<file path="config.mk">
export PLATFORM = sky130hd
export DESIGN_NAME = axis_sign_splitter
export DESIGN_NICKNAME = d
export VERILOG_FILES = /design/src/rtl/axis_acc_pkg.sv /design/src/rtl/axis_out_slot.sv /design/src/rtl/axis_sign_splitter.sv
export SDC_FILE = /design/constraint.sdc
export NUM_CORES = 1
export LEC_CHECK = 0
export ABC_AREA = 1
export CELL_PAD_IN_SITES_DETAIL_PLACEMENT = 0
export CELL_PAD_IN_SITES_GLOBAL_PLACEMENT = 1
export CORE_ASPECT_RATIO = 0.8
export CORE_MARGIN = 2
export CORE_UTILIZATION = 36
export DETAILED_ROUTE_END_ITERATION = 10
export GPL_TIMING_DRIVEN = 0
export PLACE_DENSITY = 0.9
export SETUP_SLACK_MARGIN = 0.2
export SKIP_LAST_GASP = 1
export SLEW_MARGIN = 25
export SYNTH_ARGS = -nofsm -noshare
export SYNTH_HDL_FRONTEND = slang
export SYNTH_SLANG_ARGS = --single-unit
</file>
<file path="constraint.sdc">
create_clock -name clk -period 1.8 [get_ports clk]
set_input_delay 0.45 -clock clk [delete_from_list [all_inputs] [get_ports clk]]
set_output_delay 0.45 -clock clk [all_outputs]
set_load 0.1 [all_outputs]
</file>
<file path="src/rtl/axis_acc_pkg.sv">
`default_nettype none
// +-----------------------------------------------------------------------+
// | axis_acc_pkg: shared types and sign/magnitude helpers for the add/sub |
// | accumulator path.                        Revision: 1.0               |
// +-----------------------------------------------------------------------+
package axis_acc_pkg;

  localparam int C_MAX_W     = 64;
  localparam int C_DEFAULT_W = 16;

  typedef struct packed {
    logic [C_DEFAULT_W-1:0] data;
    logic                   last;
  } slot_t;

  // Helpers operate on zero-extended values so any width up to C_MAX_W can share them.
  function automatic logic is_neg(input logic [C_MAX_W-1:0] value, input int width);
    return |(value & (C_MAX_W'(1) << (width - 1)));
  endfunction

  function automatic logic [C_MAX_W-1:0] magnitude(input logic [C_MAX_W-1:0] value,
                                                   input int width);
    logic [C_MAX_W-1:0] mask;
    mask = (width >= C_MAX_W) ? '1 : ((C_MAX_W'(1) << width) - C_MAX_W'(1));
    return is_neg(value, width) ? ((~value + C_MAX_W'(1)) & mask) : (value & mask);
  endfunction

endpackage
`default_nettype wire

</file>
<file path="src/rtl/axis_out_slot.sv">
`default_nettype none
// +-----------------------------------------------------------------------+
// | axis_out_slot: single-entry registered AXI-Stream output slot.        |
// |                                          Revision: 1.0               |
// +-----------------------------------------------------------------------+
module axis_out_slot
  import axis_acc_pkg::*;
#(
  parameter type T_ENTRY = slot_t
) (
  input  logic   clk,
  input  logic   resetn,
  input  logic   i_load,
  input  T_ENTRY i_entry,
  input  logic   i_ready,
  output logic   o_valid,
  output T_ENTRY o_entry,
  output logic   o_free
);

  logic   r_valid;
  T_ENTRY r_entry;

  assign o_free  = !r_valid || i_ready;
  assign o_valid = r_valid;
  assign o_entry = r_entry;

  always_ff @(posedge clk or negedge resetn) begin
    if (!resetn) begin
      r_valid <= 1'b0;
      r_entry <= '0;
    end else if (i_load) begin
      r_valid <= 1'b1;
      r_entry <= i_entry;
    end else if (i_ready) begin
      r_valid <= 1'b0;
    end
  end

endmodule
`default_nettype wire

</file>
<file path="src/rtl/axis_sign_splitter.sv">
`default_nettype none
// +-----------------------------------------------------------------------+
// | axis_sign_splitter: steers signed beats to add (value) / sub          |
// | (magnitude) streams, closing every packet on both. Revision: 1.0      |
// +-----------------------------------------------------------------------+
module axis_sign_splitter
  import axis_acc_pkg::*;
#(
  parameter int DATA_WIDTH  = 16,
  parameter int COUNT_WIDTH = 8
) (
  input  logic                   clk,
  input  logic                   resetn,
  input  logic [DATA_WIDTH-1:0]  s_tdata,
  input  logic                   s_tvalid,
  input  logic                   s_tlast,
  output logic                   s_tready,
  output logic [DATA_WIDTH-1:0]  m_add_tdata,
  output logic                   m_add_tvalid,
  output logic                   m_add_tlast,
  input  logic                   m_add_tready,
  output logic [DATA_WIDTH-1:0]  m_sub_tdata,
  output logic                   m_sub_tvalid,
  output logic                   m_sub_tlast,
  input  logic                   m_sub_tready,
  output logic                   stat_valid,
  output logic [COUNT_WIDTH-1:0] stat_add_cnt,
  output logic [COUNT_WIDTH-1:0] stat_sub_cnt
);

  typedef struct packed {
    logic [DATA_WIDTH-1:0] data;
    logic                  last;
  } entry_t;

  logic                   r_run;
  logic [COUNT_WIDTH-1:0] r_add_cnt;
  logic [COUNT_WIDTH-1:0] r_sub_cnt;
  logic                   r_stat_valid;
  logic [COUNT_WIDTH-1:0] r_stat_add;
  logic [COUNT_WIDTH-1:0] r_stat_sub;

  logic                   w_add_free, w_sub_free;
  logic                   w_accept, w_neg;
  logic [DATA_WIDTH-1:0]  w_mag;
  logic                   w_add_load, w_sub_load;
  entry_t                 w_add_in, w_sub_in, w_add_out, w_sub_out;
  logic [COUNT_WIDTH-1:0] w_add_next, w_sub_next;

  // r_run keeps s_tready low while resetn is asserted, even though the slots are free.
  assign s_tready = r_run && w_add_free && w_sub_free;
  assign w_accept = s_tvalid && s_tready;
  assign w_neg    = is_neg(C_MAX_W'(s_tdata), DATA_WIDTH);
  assign w_mag    = DATA_WIDTH'(magnitude(C_MAX_W'(s_tdata), DATA_WIDTH));

  // The stream not targeted by a last beat receives a zero terminator.
  assign w_add_load    = w_accept && (!w_neg || s_tlast);
  assign w_sub_load    = w_accept && (w_neg || s_tlast);
  assign w_add_in.data = w_neg ? '0 : s_tdata;
  assign w_add_in.last = s_tlast;
  assign w_sub_in.data = w_neg ? w_mag : '0;
  assign w_sub_in.last = s_tlast;

  axis_out_slot #(.T_ENTRY(entry_t)) u_add_slot (
    .clk     (clk),
    .resetn  (resetn),
    .i_load  (w_add_load),
    .i_entry (w_add_in),
    .i_ready (m_add_tready),
    .o_valid (m_add_tvalid),
    .o_entry (w_add_out),
    .o_free  (w_add_free)
  );

  axis_out_slot #(.T_ENTRY(entry_t)) u_sub_slot (
    .clk     (clk),
    .resetn  (resetn),
    .i_load  (w_sub_load),
    .i_entry (w_sub_in),
    .i_ready (m_sub_tready),
    .o_valid (m_sub_tvalid),
    .o_entry (w_sub_out),
    .o_free  (w_sub_free)
  );

  assign m_add_tdata = w_add_out.data;
  assign m_add_tlast = w_add_out.last;
  assign m_sub_tdata = w_sub_out.data;
  assign m_sub_tlast = w_sub_out.last;

  assign w_add_next = (w_accept && !w_neg && (r_add_cnt != '1))
                      ? r_add_cnt + COUNT_WIDTH'(1) : r_add_cnt;
  assign w_sub_next = (w_accept && w_neg && (r_sub_cnt != '1))
                      ? r_sub_cnt + COUNT_WIDTH'(1) : r_sub_cnt;

  always_ff @(posedge clk or negedge resetn) begin
    if (!resetn) begin
      r_run        <= 1'b0;
      r_add_cnt    <= '0;
      r_sub_cnt    <= '0;
      r_stat_valid <= 1'b0;
      r_stat_add   <= '0;
      r_stat_sub   <= '0;
    end else begin
      r_run        <= 1'b1;
      r_stat_valid <= 1'b0;
      if (w_accept && s_tlast) begin
        r_stat_valid <= 1'b1;
        r_stat_add   <= w_add_next;
        r_stat_sub   <= w_sub_next;
        r_add_cnt    <= '0;
        r_sub_cnt    <= '0;
      end else begin
        r_add_cnt    <= w_add_next;
        r_sub_cnt    <= w_sub_next;
      end
    end
  end

  assign stat_valid   = r_stat_valid;
  assign stat_add_cnt = r_stat_add;
  assign stat_sub_cnt = r_stat_sub;

endmodule
`default_nettype wire

</file>
==> impl_results.md <==
- Status: finished, final reports clean
- Synth-to-Final Area Change: 44.0%
- Synthesized area: 0.00336 mm²
- H-tree depth: 3
- Crit start category: flop
- Max Cap Viol: 0
- Clock share of power: 0.277
- Core ar.: 0.00908 mm²
- Crit path kind: flop to primary output
- HPWL Detailed: 6380 µm
- Wire per inst: 14.8 µm
- Root buf cell: clkbuf_16
- Fin crit period: 1.68 ns
- Final WL: 9710 µm
- Comb pwr share: 0.412
- Psw: 2.97 mW
- DR vias: 3218
- Antenna cells: 0
- I/O pin total: 76
- Most common cell after layout, fill and taps aside: nand2_1
- # clock sinks: 69
- Initial antenna violation count: 0
- DRT antenna net count: 0
- Met3 Use GR: 0.0349
- Period Utilization, post-route: 0.932
- Hold_buf cts: 0
- Hold Violations, Final: 0
- Pwr/cell area: 1340 mW/mm²
- DIE WIDTH: between 100 and 150 µm
- Gr ovfl total: 0
- Lkg Pwr: 2.51 nW
- VDD IR-drop max: ~900 µV
- Register bit total from synthesis: between 60 and 70
- Synthesized area per cell: 7.73 µm²
- Worst path required time: 1.35 ns
- Die span in y: ~90 µm
- M1 GR Usage: 0.262
- Most frequent cells in the layout: nand2_1, dfrtp_1, buf_2
- Full die area: 0.0101 mm²
- Unrepaired setup endpoints after global routing: yes
- Worst skew pair latency: 0.32 ns
- Class of the worst hold path: input pin to asynchronous set/reset pin
- Met2 Use GR: 0.292
- First-pass GRT wire length: ~15000 µm
- Drt initial violations: about 190
- DR DRC count: 0
- Final setup vio count: 0
- Post-Synthesis Cells: 434
- Worst Setup End Kind: primary output
- Most used routing layer: met2
- Initial Util: 0.370
- Synth cell types: 23
- Layout net count: 561
- Largest net degree at the start of global routing: 48
- Sequential Power Share: 0.311
- Share of cells above drive strength 1: 0.280
- Row cnt: 31
- DRT Pass-1 Iters: 5
- Max-slew violations: 0
- CTS tree: yes
- CTS Buf Count: 9
- CTS max path bufs: 2
- Port Buffers: 74
- Synth Net Count: 459
- Synth warn: 0
- Gr usage total: 0.185
- Fin Hold WS: roughly 0.021 ns
- Via count of the first global-routing pass: 3025
- Clock-pin slew on the worst setup and hold paths: 0.05 ns
- Fmax: between 500 and 600 MHz
- Sw Share: 0.459
- Layout Skew: 0.00303 ns
- CP max FO: 2
- Final Total Pwr: between 6 and 7 mW
- RD Place Congestion: 0.877
- Detailed-route vias per instance: slightly below 5
- Seq/Total Area, Yosys: 0.515
- P_int: between 3 and 4 mW
- Arrival time at the worst endpoint: 1.23 ns
==> sequential cells by signal, indices dropped and copies added (netlist names) <==
| register | flops |
|---|---|
| stat_add_cnt | 8 |
| u_sub_slot.o_valid | 1 |
| r_run | 1 |
| u_add_slot.o_valid | 1 |
| r_sub_cnt | 8 |
| u_sub_slot.o_entry | 17 |
| u_add_slot.o_entry | 16 |
| stat_sub_cnt | 8 |
| stat_valid | 1 |
| r_add_cnt | 8 |
==> cells in the mapped netlist <==
| master | number | share of area |
|---|---|---|
| inv_2 | 2 | 0.0022 |
| conb_1 | 2 | 0.0022 |
| nor3_1 | 2 | 0.0030 |
| inv_1 | 39 | 0.044 |
| nand2_1 | 165 | 0.18 |
| xnor2_1 | 4 | 0.010 |
| ha_1 | 3 | 0.011 |
| nand3b_1 | 1 | 0.0022 |
| xor2_1 | 3 | 0.0078 |
| nand4_1 | 3 | 0.0056 |
| buf_4 | 2 | 0.0045 |
| nor2_4 | 3 | 0.010 |
| nand3_1 | 45 | 0.067 |
| a21oi_1 | 11 | 0.016 |
| buf_2 | 10 | 0.015 |
| nand2_2 | 2 | 0.0037 |
| nor2_1 | 35 | 0.039 |
| nand3_2 | 1 | 0.0030 |
| nand4_4 | 1 | 0.0063 |
| nor2_2 | 3 | 0.0056 |
| o21ai_0 | 14 | 0.021 |
| o21ai_1 | 14 | 0.021 |
| dfrtp_1 | 69 | 0.51 |
==> kinds of logic after synthesis <==
logic type	share of synthesized area
AO/OA/AOI/OAI	0.0582
AND/OR/NAND/NOR	0.330
flip-flops	0.515
XOR/XNOR	0.0183
other	0.00224
adder cells (fa/ha/maj)	0.0112
buffers and inverters	0.0652
==> power by group through the flow <==
stage / logic, mW / clock network, mW / registers, mW
floorplan: 0.515 / 0 / 3.54
global placement: 2.68 / 0 / 2.03
detailed placement: 2.71 / 0 / 2.04
CTS: 2.56 / 1.83 / 2.01
global route: 2.80 / 1.90 / 2.05
finish: 2.67 / 1.79 / 2.02
==> routing by layer <==
| layer | part of all wire | up-vias |
|---|---|---|
| met2 | 0.47 | 92 |
| li1 | - | 1573 |
| met5 | 0 | - |
| met4 | 0.017 | 0 |
| met3 | 0.054 | 16 |
| met1 | 0.46 | 1537 |
==> final cells by class <==
type	instances	area, µm²
multi-input cells	312	1630
fillers	856	4250
flip-flops and latches	69	1740
well taps	115	144
clock buffers	14	274
inverters	41	165
plain buffers	12	130
repair buffers	91	718
clock inverters	1	30.0
==> repair_timing <==
action,in CTS,in global routing
cloned,0,4
gates resized for setup,293,62
endpoints found under the hold margin,0,0
setup buffers,6,6
pin swaps,7,14
setup endpoints to repair,116,44
==> worst max-delay path, stage by stage (launching register included) <==
cell	delay, ns
dfrtp_4	0.48
nand2_4	0.09
nand3_4	0.08
clkinvlp_4	0.09
buf_12	0.16
==> worst paths after layout <==
check	start	endpoint	slack, ns	cells after the start
setup reg to reg	u_sub_slot.o_valid$_DFFE_PN0P_	stat_add_cnt[1]$_DFFE_PN0P_	0.16	8
setup / recovery	u_sub_slot.o_valid$_DFFE_PN0P_	s_tready	0.12	4
max in group asynchronous	resetn	u_sub_slot.o_valid$_DFFE_PN0P_	1.23	2
hold / removal	resetn	u_sub_slot.o_entry[15]$_DFFE_PN0P_	0.02	1
hold reg to reg	u_add_slot.o_entry[12]$_DFFE_PN0P_	u_add_slot.o_entry[12]$_DFFE_PN0P_	0.47	2
min in group clk	u_add_slot.o_entry[12]$_DFFE_PN0P_	u_add_slot.o_entry[12]$_DFFE_PN0P_	0.47	2
==> through the flow <==
stage | std cells | TNS (ns) | cell area [µm²] | worst slack [ns] | util
global route | 655 | 0 | 4830 | 0.0736 | 0.532
detailed placement | 624 | -24.24 | 4340 | -0.982 | 0.478
CTS | 645 | 0 | 4500 | 0.0992 | 0.496
global placement | 623 | -167.90 | 4310 | -2.56 | 0.475
finish | 655 | 0 | 4830 | 0.123 | 0.532
floorplan | 434 | 0 | 3430 | 0.131 | -
(Power assumes the default switching activity.)
